===== config.mk =====
export PLATFORM = sky130hd
export DESIGN_NAME = burst_trigger_sequencer
export DESIGN_NICKNAME = d
export VERILOG_FILES = /design/src/rtl/burst_trigger_sequencer_pkg.sv /design/src/rtl/burst_trigger_sequencer_edge_detector_sync.sv /design/src/rtl/burst_trigger_sequencer.sv
export SDC_FILE = /design/constraint.sdc
export NUM_CORES = 1
export LEC_CHECK = 0
export CORE_MARGIN = 10
export CORE_UTILIZATION = 51
export DETAILED_ROUTE_END_ITERATION = 10
export PLACE_DENSITY = 0.77
export SLEW_MARGIN = 25
export SYNTH_ARGS = -nofsm -noshare
export SYNTH_HDL_FRONTEND = slang
export SYNTH_SLANG_ARGS = --single-unit

===== constraint.sdc =====
create_clock -name clk_i -period 3.1 [get_ports clk_i]
set_input_delay 0.31 -clock clk_i [delete_from_list [all_inputs] [get_ports clk_i]]
set_output_delay 0.31 -clock clk_i [all_outputs]
set_load 0.02 [all_outputs]

===== src/rtl/burst_trigger_sequencer_pkg.sv =====
// ============================================================================
// Module   : burst_trigger_sequencer_pkg
// Purpose  : Shared state encoding and constants for the burst trigger
//            sequencer.
// Contents : state_e  - 2-bit FSM state encoding (IDLE, FIRE, WAIT, DONE)
//            MIN_PERIOD - smallest pulse spacing the sequencer will use
// Revision : 1.0 - initial release
// ============================================================================
`default_nettype none

package burst_trigger_sequencer_pkg;

  typedef enum logic [1:0] {
    IDLE = 2'd0,
    FIRE = 2'd1,
    WAIT = 2'd2,
    DONE = 2'd3
  } state_e;

  // Spacing of 2 keeps at least one low cycle between trig_o pulses so the
  // downstream edge detector sees every pulse.
  localparam int unsigned MIN_PERIOD = 2;

endpackage

`default_nettype wire


===== src/rtl/burst_trigger_sequencer_edge_detector_sync.sv =====
// ============================================================================
// Module   : edge_detector_sync
// Purpose  : Rising-edge detector on a synchronous level input.
// Ports    : clk_i - clock
//            rst_i - synchronous active-high reset
//            d_i   - level input (already in the clk_i domain)
//            pe_o  - high while d_i=1 and d_i was 0 at the previous edge
// Revision : 1.0 - initial release
// ============================================================================
`default_nettype none

module edge_detector_sync (
  input  logic clk_i,
  input  logic rst_i,
  input  logic d_i,
  output logic pe_o
);

  logic r_hist;

  // History resets to 1 so an input held high through reset is not an edge.
  always_ff @(posedge clk_i) begin
    if (rst_i) begin
      r_hist <= 1'b1;
    end else begin
      r_hist <= d_i;
    end
  end

  assign pe_o = d_i & ~r_hist;

endmodule

`default_nettype wire


===== src/rtl/burst_trigger_sequencer.sv =====
// ============================================================================
// Module   : burst_trigger_sequencer
// Purpose  : On a rising edge of start_i, emits n_pulses_i one-cycle trig_o
//            pulses spaced max(period_i, 2) cycles apart.
// Ports    : clk_i       - clock
//            rst_i       - synchronous active-high reset
//            start_i     - level; rising edge launches a burst (IDLE only)
//            abort_i     - synchronous level abort
//            period_i    - pulse spacing, latched at launch
//            n_pulses_i  - pulses per burst, latched at launch
//            trig_o      - registered one-cycle trigger
//            busy_o      - burst in progress
//            done_o      - one-cycle pulse on normal completion
//            pulse_idx_o - 0-based index of the most recent trig_o
// Revision : 1.0 - initial release
// ============================================================================
`default_nettype none

module burst_trigger_sequencer
  import burst_trigger_sequencer_pkg::*;
#(
  parameter int unsigned PERIOD_WIDTH = 32,
  parameter int unsigned COUNT_WIDTH  = 16
) (
  input  logic                    clk_i,
  input  logic                    rst_i,
  input  logic                    start_i,
  input  logic                    abort_i,
  input  logic [PERIOD_WIDTH-1:0] period_i,
  input  logic [COUNT_WIDTH-1:0]  n_pulses_i,
  output logic                    trig_o,
  output logic                    busy_o,
  output logic                    done_o,
  output logic [COUNT_WIDTH-1:0]  pulse_idx_o
);

  state_e                  r_state;
  logic                    r_trig;
  logic                    r_busy;
  logic                    r_done;
  logic [COUNT_WIDTH-1:0]  r_idx;
  logic [PERIOD_WIDTH-1:0] r_pcnt;
  logic [PERIOD_WIDTH-1:0] r_wait_last;
  logic [COUNT_WIDTH-1:0]  r_n;

  state_e                  w_state_next;
  logic                    w_trig_next;
  logic                    w_busy_next;
  logic                    w_done_next;
  logic [COUNT_WIDTH-1:0]  w_idx_next;
  logic [PERIOD_WIDTH-1:0] w_pcnt_next;
  logic [PERIOD_WIDTH-1:0] w_wait_last_next;
  logic [COUNT_WIDTH-1:0]  w_n_next;
  logic                    w_launch;
  logic [PERIOD_WIDTH-1:0] w_period_eff;

  edge_detector_sync u_start_edge (
    .clk_i (clk_i),
    .rst_i (rst_i),
    .d_i   (start_i),
    .pe_o  (w_launch)
  );

  assign w_period_eff = (period_i < PERIOD_WIDTH'(MIN_PERIOD)) ?
                        PERIOD_WIDTH'(MIN_PERIOD) : period_i;

  always_ff @(posedge clk_i) begin
    if (rst_i) begin
      r_state     <= IDLE;
      r_trig      <= 1'b0;
      r_busy      <= 1'b0;
      r_done      <= 1'b0;
      r_idx       <= '0;
      r_pcnt      <= '0;
      r_wait_last <= '0;
      r_n         <= '0;
    end else begin
      r_state     <= w_state_next;
      r_trig      <= w_trig_next;
      r_busy      <= w_busy_next;
      r_done      <= w_done_next;
      r_idx       <= w_idx_next;
      r_pcnt      <= w_pcnt_next;
      r_wait_last <= w_wait_last_next;
      r_n         <= w_n_next;
    end
  end

  // Output registers hold the value for the state being entered, so every
  // output lines up exactly with the cycle its state occupies.
  always_comb begin
    w_state_next     = r_state;
    w_trig_next      = 1'b0;
    w_busy_next      = 1'b0;
    w_done_next      = 1'b0;
    w_idx_next       = r_idx;
    w_pcnt_next      = r_pcnt;
    w_wait_last_next = r_wait_last;
    w_n_next         = r_n;

    case (r_state)
      IDLE, DONE: begin
        w_state_next = IDLE;
        if (w_launch) begin
          // WAIT lasts P-1 cycles: the counter runs 0 .. P-2.
          w_wait_last_next = w_period_eff - PERIOD_WIDTH'(MIN_PERIOD);
          w_n_next         = n_pulses_i;
          w_pcnt_next      = '0;
          if (n_pulses_i == '0) begin
            w_state_next = DONE;
            w_done_next  = 1'b1;
          end else begin
            w_state_next = FIRE;
            w_trig_next  = 1'b1;
            w_busy_next  = 1'b1;
            w_idx_next   = '0;
          end
        end
      end

      FIRE: begin
        w_state_next = WAIT;
        w_busy_next  = 1'b1;
        w_pcnt_next  = '0;
      end

      WAIT: begin
        w_busy_next = 1'b1;
        if (r_pcnt == r_wait_last) begin
          w_pcnt_next = '0;
          // r_n is non-zero here; r_idx never exceeds r_n-1, so no wrap.
          if (r_idx == r_n - COUNT_WIDTH'(1)) begin
            w_state_next = DONE;
            w_busy_next  = 1'b0;
            w_done_next  = 1'b1;
          end else begin
            w_state_next = FIRE;
            w_trig_next  = 1'b1;
            w_idx_next   = r_idx + COUNT_WIDTH'(1);
          end
        end else begin
          w_pcnt_next = r_pcnt + PERIOD_WIDTH'(1);
        end
      end

      default: begin
        w_state_next = IDLE;
      end
    endcase

    // Abort wins over everything, including a launch seen in IDLE.
    if (abort_i) begin
      w_state_next = IDLE;
      w_trig_next  = 1'b0;
      w_busy_next  = 1'b0;
      w_done_next  = 1'b0;
      w_idx_next   = r_idx;
    end
  end

  assign trig_o      = r_trig;
  assign busy_o      = r_busy;
  assign done_o      = r_done;
  assign pulse_idx_o = r_idx;

endmodule

`default_nettype wire


==> metrics.cfg <==
[outcome]
status = complete, no violations

[sta]
worst_pin_slew_ns = 0.686
finalCritPeriodShare = 0.982
hold-worst-slack_ns = 0.484
period_needed_ns = 3.05
hold_viol = 0
finalSetupViolations = 0
max-slew-margin-rel = 0.542
slew_violations = 0
fmaxAchievable_mhz = 328
skew_ns = 0.0131

[route]
drtAntennaViolNets = 0
vias_per_cell = 5.73
wl_per_cell_um = 16.5
routed_wl_um = 15200
drc = 0
vias = 5293
first_pass_iters = 5
dr.first_iter.drc_count = 432

[grt]
grt_max_degree = 70
grt_antenna_before_repair = 0
gr-usage-all-layers = 0.185
grt_pass1_vias = 5116
grt_pass1_wl_um = 24900
grt_overflow = 0

[synth]
synthTopCellsByCount = 102 x dfxtp_1, 88 x nor2_1, 68 x xnor2_1, 62 x nand2_1, 41 x xor2_1
synth_edf_count = 0
synthCells = 676
synthArstFlopShare = 0
yosysMostFrequentCell = dfxtp_1
seq_area_frac_synth = 0.360
synth_area_leader_cell = dfxtp_1
synth.distinct_cells = 62
yosysWarnings = 0
synth_area_um2 = 5670
synth-main-ff-cell = dfxtp_1
synth_top_area_share = 0.360
synth.area.top_cells = dfxtp_1 36%, xnor2_1 11%, xor2_1 6.3%, nor2_1 5.8%, nand2_1 4.1%
syn_nets = 735
syn_area_per_cell_um2 = 8.39
synth-seq-cells = 102

[placement]
numPortBuffers = 70
hpwl_um = 11600
gp_congestion = 0.894
placed_cells = 905

[pwr]
p_leak_uw = 0.00239
power_frac_comb = 0.159
power.internal_uw = 1840
swShare = 0.267
clkPwrFrac = 0.292
powerDensity_nw_per_um2 = 355
p_total_uw = 2500
p_sw_uw = 669
power_frac_seq = 0.549
vdd.ir_drop.worst_mv = 0.237

[final_layout]
drive_above_1_share = 0.126
nFillCells = 902
antenna_cells = 0
final_cells = 924
nets = 839
syn_to_final_growth_pct = 24.4

[worst_setup_path]
cp_num_buf_inv = 1
worst-setup-path-type = input pin to flip-flop
cpMaxStageDelayCell = or4_4
cp_top_family = simple AND/OR/NAND/NOR gates
worstPathRequired_ns = 3.34
path_cells = clkdlybuf4s50_1 -> or4_4 -> or3_4 -> or4_4 -> or2_4 -> nor2b_4 -> nor2_2 -> ha_2 -> nand2_4 -> nor2_1 -> nand2_1 -> xor2_2 -> a211oi_2
max_stage_delay_ns = 0.55
critPathMaxFanout = 4
worst_setup_path_start_kind = input pin
crit_path_end_kind = flip-flop
arrival_ns = 3.28
timing.critical_path.mode_cell = or4_4
rrSetupSlack_ns = 0.15

[cts]
h-tree-depth = 3
clk_pin_slew_worst_paths_ns = 0.10
clk_latency_ns = 0.36
clkSinkCount = 102
clockBufferDepth = 2
cts_root_buf = clkbuf_8
cts_tree = built
numCtsBuffers = 9

[die]
die_w_um = 125
core_um2 = 10800
io_pins = 71
fp.dieH_um = 125
start_util = 0.523
fp-row-count = 38
dieArea_um2 = 15700

[flow_run]
cap_violations = 0

[worst_hold_path]
hp-class = flip-flop to flip-flop

==> placed cells by master (no fill, tap or decap), types with 20 or more instances in the layout <==
| cell type | n |
|---|---|
| a211oi_1 | 24 |
| xnor2_1 | 68 |
| nand4_1 | 20 |
| nor2_1 | 87 |
| nand3_1 | 23 |
| a21oi_1 | 36 |
| buf_4 | 48 |
| dfxtp_1 | 102 |
| nand2_1 | 60 |
| clkdlybuf4s50_1 | 69 |
| xor2_1 | 40 |
==> layer usage <==
layer,vias to the layer above,share of wire,global-route usage
li1,2601,-,-
met1,2495,0.47,0.255
met2,170,0.45,0.282
met3,27,0.060,0.0279
met4,0,0.019,0.0698
met5,-,0,0
==> through the flow <==
| stage | instance area, µm² | setup TNS, ns | util | setup WS, ns |
|---|---|---|---|---|
| after global routing | 7060 | -0.00665 | 0.651 | -0.00665 |
| after global placement | 6790 | -3.62 | 0.626 | -0.292 |
| final | 7060 | 0 | 0.651 | 0.0544 |
| after detailed placement | 6790 | -5.15 | 0.626 | -0.391 |
| after CTS | 6950 | 0 | 0.641 | 0.0320 |
| after floorplan | 5670 | 0 | - | 0.0262 |
==> state kept, by name, summed over array words and instances, names as in the netlist <==
register	count
u_start_edge.r_hist	1
busy_o	1
trig_o	1
r_pcnt	32
r_n	16
r_wait_last	32
done_o	1
pulse_idx_o	16
r_state	2
==> timing repair <==
action	4_1_cts	5_1_grt
hold buffers	0	0
gates resized for setup	2	17
endpoints found under the setup margin	6	22
hold endpoints to repair	0	0
cloned	0	1
pin swaps	0	9
buffers inserted	0	3
==> logic make-up after synthesis <==
family / share of synthesized area
and+or+nand+nor: 0.275
AOI/OAI and AO/OA: 0.135
xor gates and xnor gates: 0.168
adders and majority gates: 0.0154
muxes: 0.0113
buffers and inverters: 0.0342
DFF: 0.360
==> power groups by stage <==
stage	logic (µW)	clock network (µW)	registers (µW)
6_report	399	732	1370
5_1_grt	433	797	1380
4_1_cts	385	740	1370
3_5_place_dp	382	0	1400
3_3_place_gp	371	0	1400
2_1_floorplan	223	0	1390
==> final cells by class <==
type | instances | area, µm² | share of cell area
clock buffer | 12 | 135 | 0.0192
multi-input combinational | 532 | 3530 | 0.500
timing repair buffer | 120 | 1100 | 0.155
sequential | 102 | 2040 | 0.289
inverter | 15 | 56.3 | 0.00798
clock inverter | 3 | 22.5 | 0.00319
tap | 140 | 175 | 0.0248
==> final timing paths <==
kind | startpoint | to | depth (start not counted)
min | r_n[15] | r_n[15] | 2
max reg2reg | r_n[0] | pulse_idx_o[9] | 10
min reg2reg | r_n[15] | r_n[15] | 2
max | period_i[26] | r_wait_last[31] | 13
==> worst min-delay path: cells and delay by family (launching register included) <==
family | cells | cell delay, ns
simple gates | 1 | 0.06
compound gates | 1 | 0.06
flops | 1 | 0.33
No activity file was read; power rests on OpenSTA's default activity.
